## config.mk

```make
export PLATFORM = sky130hd
export DESIGN_NAME = stage5_fetch_unit
export DESIGN_NICKNAME = d
export VERILOG_FILES = /design/src/rtl/stage5_fetch_unit.sv
export SDC_FILE = /design/constraint.sdc
export NUM_CORES = 1
export LEC_CHECK = 0
export ABC_CLOCK_PERIOD_IN_PS = 3000
export CORE_MARGIN = 4
export CORE_UTILIZATION = 48
export DETAILED_ROUTE_END_ITERATION = 10
export PLACE_DENSITY = 0.79
export SYNTH_ARGS = -nofsm -noshare
export SYNTH_HDL_FRONTEND = slang
export SYNTH_SLANG_ARGS = --single-unit
export TNS_END_PERCENT = 5
```

## constraint.sdc

```tcl
create_clock -name CLK -period 3 [get_ports CLK]
set_input_delay 0.6 -clock CLK [delete_from_list [all_inputs] [get_ports CLK]]
set_output_delay 0.6 -clock CLK [all_outputs]
set_load 0.01 [all_outputs]
```

## src/rtl/stage5_fetch_unit.sv

```systemverilog
// Fetch stage: PC register, instruction-bus request FSM, one-entry response
// hold buffer and the IF/DC pipeline latch feeding decode.
module stage5_fetch_unit #(
  parameter logic [31:0] RESET_PC = 32'h8000_0000,
  parameter logic [31:0] NOP_INSN = 32'h0000_0013
) (
  input  logic        CLK,
  input  logic        RST,
  input  logic        pc_en,
  input  logic        npc_sel,
  input  logic [31:0] brj_addr,
  input  logic        insert_priv_pc,
  input  logic [31:0] priv_pc,
  input  logic        rollback,
  input  logic [31:0] rollback_pc,
  input  logic        iren,
  input  logic        suppress_iren,
  input  logic        if_dc_stall,
  input  logic        if_dc_flush,
  output logic        imem_ren,
  output logic [31:0] imem_addr,
  input  logic        imem_busy,
  input  logic [31:0] imem_rdata,
  input  logic        imem_error,
  output logic        i_mem_busy,
  output logic [31:0] pc_f,
  output logic [31:0] fault_addr_fetch,
  output logic [31:0] insn_d,
  output logic [31:0] pc_d,
  output logic        valid_d,
  output logic        fault_insn_d,
  output logic        mal_insn_d
);

  typedef enum logic [1:0] {IDLE, REQ, DISCARD} state_t;

  state_t      state_q, state_d;
  logic [31:0] fetch_pc_q, fetch_pc_d;
  logic [31:0] req_addr_q, req_addr_d;
  logic        hold_full_q, hold_full_d;
  logic [31:0] hold_insn_q, hold_insn_d;
  logic [31:0] hold_pc_q, hold_pc_d;
  logic        hold_fault_q, hold_fault_d;
  logic        dc_valid_q, dc_valid_d;
  logic [31:0] dc_insn_q, dc_insn_d;
  logic [31:0] dc_pc_q, dc_pc_d;
  logic        dc_fault_q, dc_fault_d;
  logic        dc_mal_q, dc_mal_d;
  logic [31:0] fault_addr_q, fault_addr_d;

  logic        redirect;
  logic [31:0] redirect_addr;
  logic        misaligned_pc;
  logic        resp_accept;
  logic        resp_to_hold;
  logic        can_issue;
  logic        misalign_fault;

  assign redirect      = insert_priv_pc | rollback | npc_sel;
  assign redirect_addr = insert_priv_pc ? priv_pc : (rollback ? rollback_pc : brj_addr);
  assign misaligned_pc = |fetch_pc_q[1:0];
  assign resp_accept   = (state_q == REQ) & ~imem_busy & ~redirect;
  assign resp_to_hold  = resp_accept & if_dc_stall & ~if_dc_flush;
  // A response parked in the hold buffer this cycle also blocks a back-to-back request.
  assign can_issue     = iren & ~suppress_iren & ~redirect & ~hold_full_q & ~resp_to_hold;
  assign misalign_fault = (state_q == IDLE) & misaligned_pc & iren & ~redirect;

  always_comb begin
    state_d    = state_q;
    req_addr_d = req_addr_q;
    if (redirect)   fetch_pc_d = redirect_addr;
    else if (pc_en) fetch_pc_d = fetch_pc_q + 32'd4;
    else            fetch_pc_d = fetch_pc_q;

    case (state_q)
      IDLE: begin
        if (can_issue && !misaligned_pc) begin
          state_d    = REQ;
          req_addr_d = fetch_pc_q;
        end
      end
      REQ: begin
        if (redirect) begin
          state_d = imem_busy ? DISCARD : IDLE;
        end else if (!imem_busy) begin
          if (can_issue && fetch_pc_d[1:0] == 2'b00) begin
            state_d    = REQ;
            req_addr_d = fetch_pc_d;
          end else begin
            state_d = IDLE;
          end
        end
      end
      DISCARD: begin
        if (!imem_busy) state_d = IDLE;
      end
      default: state_d = IDLE;
    endcase
  end

  always_comb begin
    hold_full_d  = hold_full_q;
    hold_insn_d  = hold_insn_q;
    hold_pc_d    = hold_pc_q;
    hold_fault_d = hold_fault_q;
    dc_valid_d   = dc_valid_q;
    dc_insn_d    = dc_insn_q;
    dc_pc_d      = dc_pc_q;
    dc_fault_d   = dc_fault_q;
    dc_mal_d     = dc_mal_q;
    fault_addr_d = fault_addr_q;

    if (resp_accept && imem_error) fault_addr_d = req_addr_q;

    if (if_dc_flush) begin
      dc_valid_d  = 1'b0;
      dc_insn_d   = NOP_INSN;
      dc_fault_d  = 1'b0;
      dc_mal_d    = 1'b0;
      hold_full_d = 1'b0;
    end else if (if_dc_stall) begin
      if (resp_to_hold) begin
        hold_full_d  = 1'b1;
        hold_insn_d  = imem_rdata;
        hold_pc_d    = req_addr_q;
        hold_fault_d = imem_error;
      end
    end else if (hold_full_q) begin
      dc_valid_d  = 1'b1;
      dc_insn_d   = hold_insn_q;
      dc_pc_d     = hold_pc_q;
      dc_fault_d  = hold_fault_q;
      dc_mal_d    = 1'b0;
      hold_full_d = 1'b0;
    end else if (resp_accept) begin
      dc_valid_d = 1'b1;
      dc_insn_d  = imem_rdata;
      dc_pc_d    = req_addr_q;
      dc_fault_d = imem_error;
      dc_mal_d   = 1'b0;
    end else if (misalign_fault) begin
      dc_valid_d   = 1'b1;
      dc_insn_d    = NOP_INSN;
      dc_pc_d      = fetch_pc_q;
      dc_fault_d   = 1'b0;
      dc_mal_d     = 1'b1;
      fault_addr_d = fetch_pc_q;
    end else begin
      dc_valid_d = 1'b0;
      dc_insn_d  = NOP_INSN;
      dc_fault_d = 1'b0;
      dc_mal_d   = 1'b0;
    end
  end

  always_ff @(posedge CLK) begin
    if (RST) begin
      state_q      <= IDLE;
      fetch_pc_q   <= RESET_PC;
      req_addr_q   <= RESET_PC;
      hold_full_q  <= 1'b0;
      hold_insn_q  <= NOP_INSN;
      hold_pc_q    <= 32'd0;
      hold_fault_q <= 1'b0;
      dc_valid_q   <= 1'b0;
      dc_insn_q    <= NOP_INSN;
      dc_pc_q      <= 32'd0;
      dc_fault_q   <= 1'b0;
      dc_mal_q     <= 1'b0;
      fault_addr_q <= 32'd0;
    end else begin
      state_q      <= state_d;
      fetch_pc_q   <= fetch_pc_d;
      req_addr_q   <= req_addr_d;
      hold_full_q  <= hold_full_d;
      hold_insn_q  <= hold_insn_d;
      hold_pc_q    <= hold_pc_d;
      hold_fault_q <= hold_fault_d;
      dc_valid_q   <= dc_valid_d;
      dc_insn_q    <= dc_insn_d;
      dc_pc_q      <= dc_pc_d;
      dc_fault_q   <= dc_fault_d;
      dc_mal_q     <= dc_mal_d;
      fault_addr_q <= fault_addr_d;
    end
  end

  assign imem_ren         = (state_q == REQ) || (state_q == DISCARD);
  assign imem_addr        = req_addr_q;
  assign i_mem_busy       = ~(resp_accept | hold_full_q | misaligned_pc);
  assign pc_f             = fetch_pc_q;
  assign fault_addr_fetch = fault_addr_q;
  assign insn_d           = dc_insn_q;
  assign pc_d             = dc_pc_q;
  assign valid_d          = dc_valid_q;
  assign fault_insn_d     = dc_fault_q;
  assign mal_insn_d       = dc_mal_q;

endmodule
```

==> metrics.cfg, run 1 <==
[sta]
fin_hold_ws_ns = 0.451
timing.fmax_ghz = 0.352
setup_violations = 0
period_share = 0.947
max-slew-margin-rel = 0.428
worstMarginPinSlew_ns = 0.858
finClkSkew_ns = 0.00813
grt_setup_unrepaired = false
min_period_ns = 2.84
final_max_slew_viol_count = 0
setup_total_negative_slack_ns = 0
report.final.hold_viol_count = 0

[power]
power-per-cell-area_nw_per_um2 = 467
irDropWorstVdd_mv = 0.269
power.static_leakage_uw = 0.00576
p_total_uw = 7100

[synthesis]
ys_seq_elements = 231
synth-edff-count = 0
syn_inst = 1341
synth.top_cells.by_area = sky130_fd_sc_hd__dfxtp_1 (43%), sky130_fd_sc_hd__nand2_1 (11%), sky130_fd_sc_hd__mux2i_1 (10%)
synth_top_area_cell = sky130_fd_sc_hd__dfxtp_1
yosysWarningCount = 0
yosys.area.top_type_share = 0.430
primary_ff_master_synth = sky130_fd_sc_hd__dfxtp_1
postSynthAreaPerCell_um2 = 8.01
post_synth_num_cell_types = 58
synth_async_sr_flop_share = 0
post_synth_instance_area_um2 = 10700
synth.yosys.seq_area_share = 0.430
synthesis.nets = 1485

[floorplan]
fp.dieArea_um2 = 24800
floorplan.initialDensity = 0.491
core_um2 = 21900
die_height_um = 158
die_w_um = 158
placementRows = 54
boundaryPins = 305

[worst_setup_path]
required_ns = 2.40
timing.critical_path.slowest_cell_delay_ns = 0.52
path_delay_family = buffers and inverters
ordered_list_of_cells_on_the_worst_path = clkdlybuf4s50_1 > nor3_4 > nand2_2 > nand2b_1 > nor3_1 > clkdlybuf4s50_1
end_kind = output port
worstPathBufferInverterCount = 2
worstSetupPathType = input pin to output port
critical_path_s_slowest_cell = sky130_fd_sc_hd__clkdlybuf4s50_1
critPathLaunchType = input pin
worstPathArrival_ns = 2.24
crit_path_max_fanout = 4
cp_common_cell = sky130_fd_sc_hd__clkdlybuf4s50_1

[clock_tree]
post_cts_resize_count = 0
number_of_clock_sinks = 231
htree_num_levels = 1
cts_root_buffer = sky130_fd_sc_hd__clkbuf_16
cts_inserted_buffers = 25
number_of_buffers_on_the_longest_clock_path = 3
cts.reportedPaths.clkPinSlew_ns = 0.06
cts_hold_buffers = 0
tritoncts = yes
worstSkewPairLatency_ns = 0.51
post-cts-setup-buffer-count = 0

[route]
route.final.wire_length_um = 36000
wl_met3_um = 3220
routed-via-count = 10800
topRoutingLayerUsed = met4
detail_route.wirelength.met1_um = 14900
routed-wl-met2_um = 16900
drt_via_density = 5.61
drc_errors_left = 0
drt-initial-drc-count = 1174
postRouteAntennaNets = 0
average_wire_length_per_cell_after_detail_routing_um = 18.8
drt_pass1_iterations = 5

[layout]
utilization = 0.694
areaGrowthSynthToFinish_pct = 41.4
layout.cells.non_filler = 1922
drive_gt1_frac = 0.0895
antenna_cells_inserted = 0
finish.net_count = 1769

[hold_path]
timing.hold.worst.class = flip-flop to flip-flop

[run_status]
status = completed

[global_route]
globalRouteTotalUtil = 0.277
antenna_violations_before_repair = 0
maximum_number_of_pins_on_one_net_before_global_route_repair = 98
grt_pass1_vias = 10400
global_route.overflow_total = 0
grt_pass1_wl_um = 55700

[place]
detailed_place_hpwl_um = 25800
gp_congestion = 0.891
io_buffers = 304
dp.cells = 1878

[run]
maxCapViolCount = 0

## routing by layer
| metal | vias to the layer above | track usage |
|---|---|---|
| met5 | - | 0 |
| met4 | 0 | 0.0823 |
| met3 | 70 | 0.0590 |
| met2 | 492 | 0.459 |
| met1 | 5014 | 0.365 |
| li1 | 5209 | - |
## power by group
| group | internal, µW | switching, µW | leakage (µW) |
|---|---|---|---|
| Clock | 1950 | 1240 | 0.000426 |
| Combinational | 377 | 345 | 0.00347 |
| Sequential | 3110 | 71.9 | 0.00187 |
| Total | 5430 | 1660 | 0.00576 |
## state kept, by name, indices dropped and copies added, names as in the netlist
name	count
fault_insn_d	1
hold_full_q	1
imem_addr	32
fault_addr_fetch	32
valid_d	1
insn_d	32
hold_insn_q	32
hold_pc_q	32
pc_d	32
pc_f	32
state_q	2
mal_insn_d	1
hold_fault_q	1
## placed cells by master (no fill, tap or decap), drive strengths merged, types with 7 or more instances in the layout
master	n
clkdlybuf4s50	302
nand2	301
dfxtp	231
a21oi	139
mux2i	107
nor2	96
o21ai	92
buf	73
a211oi	48
clkbuf	33
nor3	26
nand3	18
xor2	17
a22oi	14
and3	12
inv	11
xnor2	11
a2111oi	9
nor4	8
nor2b	7
## cells in the mapped netlist, types with 3 or more instances
cell type                     n
sky130_fd_sc_hd__buf_2        4
sky130_fd_sc_hd__nand2_1    301
sky130_fd_sc_hd__nor3_1      21
sky130_fd_sc_hd__xnor2_1     11
sky130_fd_sc_hd__o22a_1       4
sky130_fd_sc_hd__nand2b_1     5
sky130_fd_sc_hd__o21ai_0     91
sky130_fd_sc_hd__a221o_1      4
sky130_fd_sc_hd__buf_1       19
sky130_fd_sc_hd__ha_1         4
sky130_fd_sc_hd__and3_1      11
sky130_fd_sc_hd__and4_1       6
sky130_fd_sc_hd__a2111oi_0    3
sky130_fd_sc_hd__a21oi_1    139
sky130_fd_sc_hd__a311oi_1     3
sky130_fd_sc_hd__nor2_1      95
sky130_fd_sc_hd__nand3_1     17
sky130_fd_sc_hd__or4_1        5
sky130_fd_sc_hd__nor3_2       5
sky130_fd_sc_hd__a221oi_1     3
sky130_fd_sc_hd__clkbuf_1    92
sky130_fd_sc_hd__o211ai_1     4
sky130_fd_sc_hd__nor4_1       6
sky130_fd_sc_hd__xor2_1      17
sky130_fd_sc_hd__inv_1       11
sky130_fd_sc_hd__and2_1       3
sky130_fd_sc_hd__mux2_2       4
sky130_fd_sc_hd__a2111oi_2    4
sky130_fd_sc_hd__o22ai_1      4
sky130_fd_sc_hd__a31oi_1      4
sky130_fd_sc_hd__dfxtp_1    231
sky130_fd_sc_hd__a211oi_1    48
sky130_fd_sc_hd__a22oi_1     14
sky130_fd_sc_hd__mux2i_1    107
sky130_fd_sc_hd__nor2b_1      7
sky130_fd_sc_hd__nand4_1      4
## cell type report
| class | instances | area (µm²) |
|---|---|---|
| clock buffer | 33 | 726 |
| clock inverter | 11 | 135 |
| fill | 1773 | 6700 |
| inverter | 11 | 41.3 |
| multi-input combinational | 981 | 5660 |
| sequential | 231 | 4630 |
| tap | 280 | 350 |
| timing repair buffer | 375 | 3660 |
## per-stage QoR
stage	worst slack [ns]	instance area, µm²
global route	0.0328	15200
CTS	0.139	15200
finish	0.158	15200
floorplan	0.537	10700
global placement	0.0194	14300
detailed placement	-0.0895	14300
## path summary, 6_finish.rpt
| check | slack, ns | cells past startpoint | from | to |
|---|---|---|---|---|
| worst min register to register | 0.45 | 2 | insn_d[17] | insn_d[17] |
| worst max-delay path | 0.16 | 6 | npc_sel | i_mem_busy |
| worst max register to register | 0.46 | 9 | pc_f[3] | imem_addr[17] |
| worst min-delay path | 0.45 | 2 | insn_d[17] | insn_d[17] |
## worst min-delay path, delay by kind of cell (launching register included)
kind / cells / cell delay [ns]
AOI/OAI and AO/OA: 1 / 0.05
DFF: 1 / 0.32
and+or+nand+nor: 1 / 0.04
## cells by family (layout without fill, tap and decap cells)
logic type / count (synthesis) / count (layout) / synth area share
AOI/OAI and AO/OA: 341 / 341 / 0.190
xor gates and xnor gates: 28 / 28 / 0.0228
adders and majority gates: 4 / 4 / 0.00466
buffers and inverters: 129 / 430 / 0.0469
DFF: 231 / 231 / 0.430
muxes: 111 / 111 / 0.104
and+or+nand+nor: 497 / 497 / 0.201
Power figures use the tool's default switching activity.
==> run 2, diff against run 1 <==
--- a/config.mk
+++ b/config.mk
@@ -8,8 +8,10 @@
 export ABC_CLOCK_PERIOD_IN_PS = 3000
 export CORE_MARGIN = 4
 export CORE_UTILIZATION = 48
+export CTS_CLUSTER_DIAMETER = 80
 export DETAILED_ROUTE_END_ITERATION = 10
 export PLACE_DENSITY = 0.79
+export SETUP_SLACK_MARGIN = 0.2
 export SYNTH_ARGS = -nofsm -noshare
 export SYNTH_HDL_FRONTEND = slang
 export SYNTH_SLANG_ARGS = --single-unit
==> metrics.cfg, run 2 (synthesis results as in run 1) <==
[run_status]
status = completed

[floorplan]
core_um2 = 21900  ; unchanged
die_w_um = 158  ; unchanged
floorplan.initialDensity = 0.491  ; unchanged
placementRows = 54  ; unchanged
die_height_um = 158  ; unchanged
boundaryPins = 305  ; unchanged
fp.dieArea_um2 = 24800  ; unchanged

[clock_tree]
cts_root_buffer = sky130_fd_sc_hd__clkbuf_16
cts.reportedPaths.clkPinSlew_ns = 0.06  ; about the same
worstSkewPairLatency_ns = 0.51  ; about the same
htree_num_levels = 1  ; unchanged
cts_hold_buffers = 0  ; unchanged
number_of_clock_sinks = 231  ; unchanged
cts_inserted_buffers = 25  ; unchanged
tritoncts = yes
number_of_buffers_on_the_longest_clock_path = 3  ; unchanged

[power]
share_clk_of_total_power = 0.450  ; about the same
cellInternalPower_uw = 5430  ; about the same
power.static_leakage_uw = 0.00577  ; +0.12%
sequentialPowerShare = 0.448  ; about the same
pwr-share-comb = 0.102  ; about the same
switching_share = 0.234  ; about the same
power-per-cell-area_nw_per_um2 = 467  ; about the same
irDropWorstVdd_mv = 0.270  ; +0.34%
power.net_switching_uw = 1660  ; about the same

[worst_setup_path]
critPathLaunchType = input pin
rr_worst_depth = 9  ; unchanged
crit_path_max_fanout = 7  ; +3
worstPathArrival_ns = 3.05  ; +0.81 ns
worstSetupPathType = input pin to flip-flop
end_kind = flip-flop
required_ns = 3.35  ; +0.95 ns

[route]
drc_errors_left = 0  ; unchanged
drt_pass1_iterations = 5  ; unchanged
average_wire_length_per_cell_after_detail_routing_um = 18.8  ; +0.47%
drt_via_density = 5.64  ; +0.49%
route.final.wire_length_um = 36200  ; +0.52%
drt-initial-drc-count = 1155  ; -1.6%
routed-via-count = 10800  ; +0.55%
postRouteAntennaNets = 0  ; unchanged

[global_route]
antenna_violations_before_repair = 0  ; unchanged
maximum_number_of_pins_on_one_net_before_global_route_repair = 98  ; unchanged
grt_pass1_vias = 10400  ; +0.087%
globalRouteTotalUtil = 0.278  ; +0.000747
global_route.overflow_total = 0  ; unchanged
grt_pass1_wl_um = 55900  ; +0.22%

[layout]
finish.net_count = 1770  ; +0.057%
drive_gt1_frac = 0.0901  ; +0.000554
postLayoutCellArea_um2 = 15200  ; about the same
areaGrowthSynthToFinish_pct = 41.5  ; about the same
antenna_cells_inserted = 0  ; unchanged
highest_count_cells_in_the_layout_ignoring_fill_and_taps = sky130_fd_sc_hd__nand2_1 (300), sky130_fd_sc_hd__clkdlybuf4s50_1 (300), sky130_fd_sc_hd__dfxtp_1 (230)

[sta]
min_period_ns = 2.70  ; -0.145 ns
timing.fmax_ghz = 0.371  ; +5.4%
setup_violations = 0  ; unchanged
setup_total_negative_slack_ns = 0  ; unchanged
max-slew-margin-rel = 0.424  ; -0.00422
finClkSkew_ns = 0.00690  ; -0.00123 ns
timing.final.ws_setup_ns = 0.302  ; +0.145 ns
report.final.hold_viol_count = 0  ; unchanged
period_share = 0.899  ; -0.0483
worstMarginPinSlew_ns = 0.865  ; +0.00632 ns
grt_setup_unrepaired = false
final_max_slew_viol_count = 0  ; unchanged

[place]
dp_slack_ns = -0.0895  ; unchanged
io_buffers = 304  ; unchanged
gp_congestion = 0.891  ; unchanged
dpl-instance-area_um2 = 14300  ; unchanged
detailed_place_hpwl_um = 25800  ; unchanged

[hold_path]
timing.hold.worst.class = flip-flop to flip-flop
hold-path-cell-count = 2  ; unchanged

[run]
maxCapViolCount = 0  ; unchanged

[run 2: changes by cell type in the layout (fill, tap and decap cells not counted), sizes merged]
cell / change
clkdlybuf4s50: -2
dlygate4sd2: +2
buf: +1
[run 2: per-stage QoR]
| stage | instances | utilization | hold WS [ns] | total power (µW) |
|---|---|---|---|---|
| 6_report | 1923 | 0.694 | 0.452 | 7090 |
| 5_1_grt | 1923 | 0.694 | 0.472 | 7320 |
| 4_1_cts | 1923 | 0.694 | 0.454 | 7130 |
| 3_5_place_dp | 1878 | 0.655 | 0.441 | 3960 |
| 3_3_place_gp | 1878 | 0.655 | 0.432 | 3950 |
| 2_1_floorplan | 1341 | - | 0.435 | 3520 |
[run 2: timing repair]
action                     in CTS  in global routing
buffers inserted                1                  0
resized for setup               2                  0
setup endpoints to repair       1                  0
[run 2: area by class of cell]
class / instances / area [µm²]
Multi-Input combinational cell: 981 / 5660
Sequential cell: 231 / 4630
Tap cell: 280 / 350
Fill cell: 1773 / 6690
Clock inverter: 11 / 135
Timing Repair Buffer: 376 / 3660
Clock buffer: 33 / 726
Inverter: 11 / 41.3
[run 2: final timing paths]
path	from	to	slack [ns]
setup / recovery	pc_en	imem_addr[17]	0.30
hold / removal	insn_d[17]	insn_d[17]	0.45
setup reg to reg	pc_f[3]	imem_addr[17]	0.39
hold reg to reg	insn_d[17]	insn_d[17]	0.45
[run 2: power groups by stage]
stage	logic, µW	clock network [µW]	registers, µW
6_report	722	3190	3180
3_5_place_dp	711	0	3250
2_1_floorplan	277	0	3240
5_1_grt	773	3370	3190
4_1_cts	716	3230	3180
3_3_place_gp	707	0	3250
[run 2: critical path: stages]
cell and delay [ns]:
sky130_fd_sc_hd__clkdlybuf4s50_1 0.55, sky130_fd_sc_hd__nand4_2 0.13, sky130_fd_sc_hd__or4_1 0.51, sky130_fd_sc_hd__buf_4 0.19, sky130_fd_sc_hd__buf_4 0.16, sky130_fd_sc_hd__nor2_1 0.14
sky130_fd_sc_hd__xnor2_1 0.16, sky130_fd_sc_hd__nand2_1 0.10, sky130_fd_sc_hd__a2111oi_0 0.50
[run 2: metal layers]
| metal | wire, µm | up-vias | global-route usage |
|---|---|---|---|
| met5 | 0 | - | 0 |
| met4 | 1040 | 0 | 0.0823 |
| met3 | 3500 | 77 | 0.0590 |
| met2 | 17000 | 517 | 0.460 |
| met1 | 14700 | 5038 | 0.367 |
| li1 | - | 5212 | - |
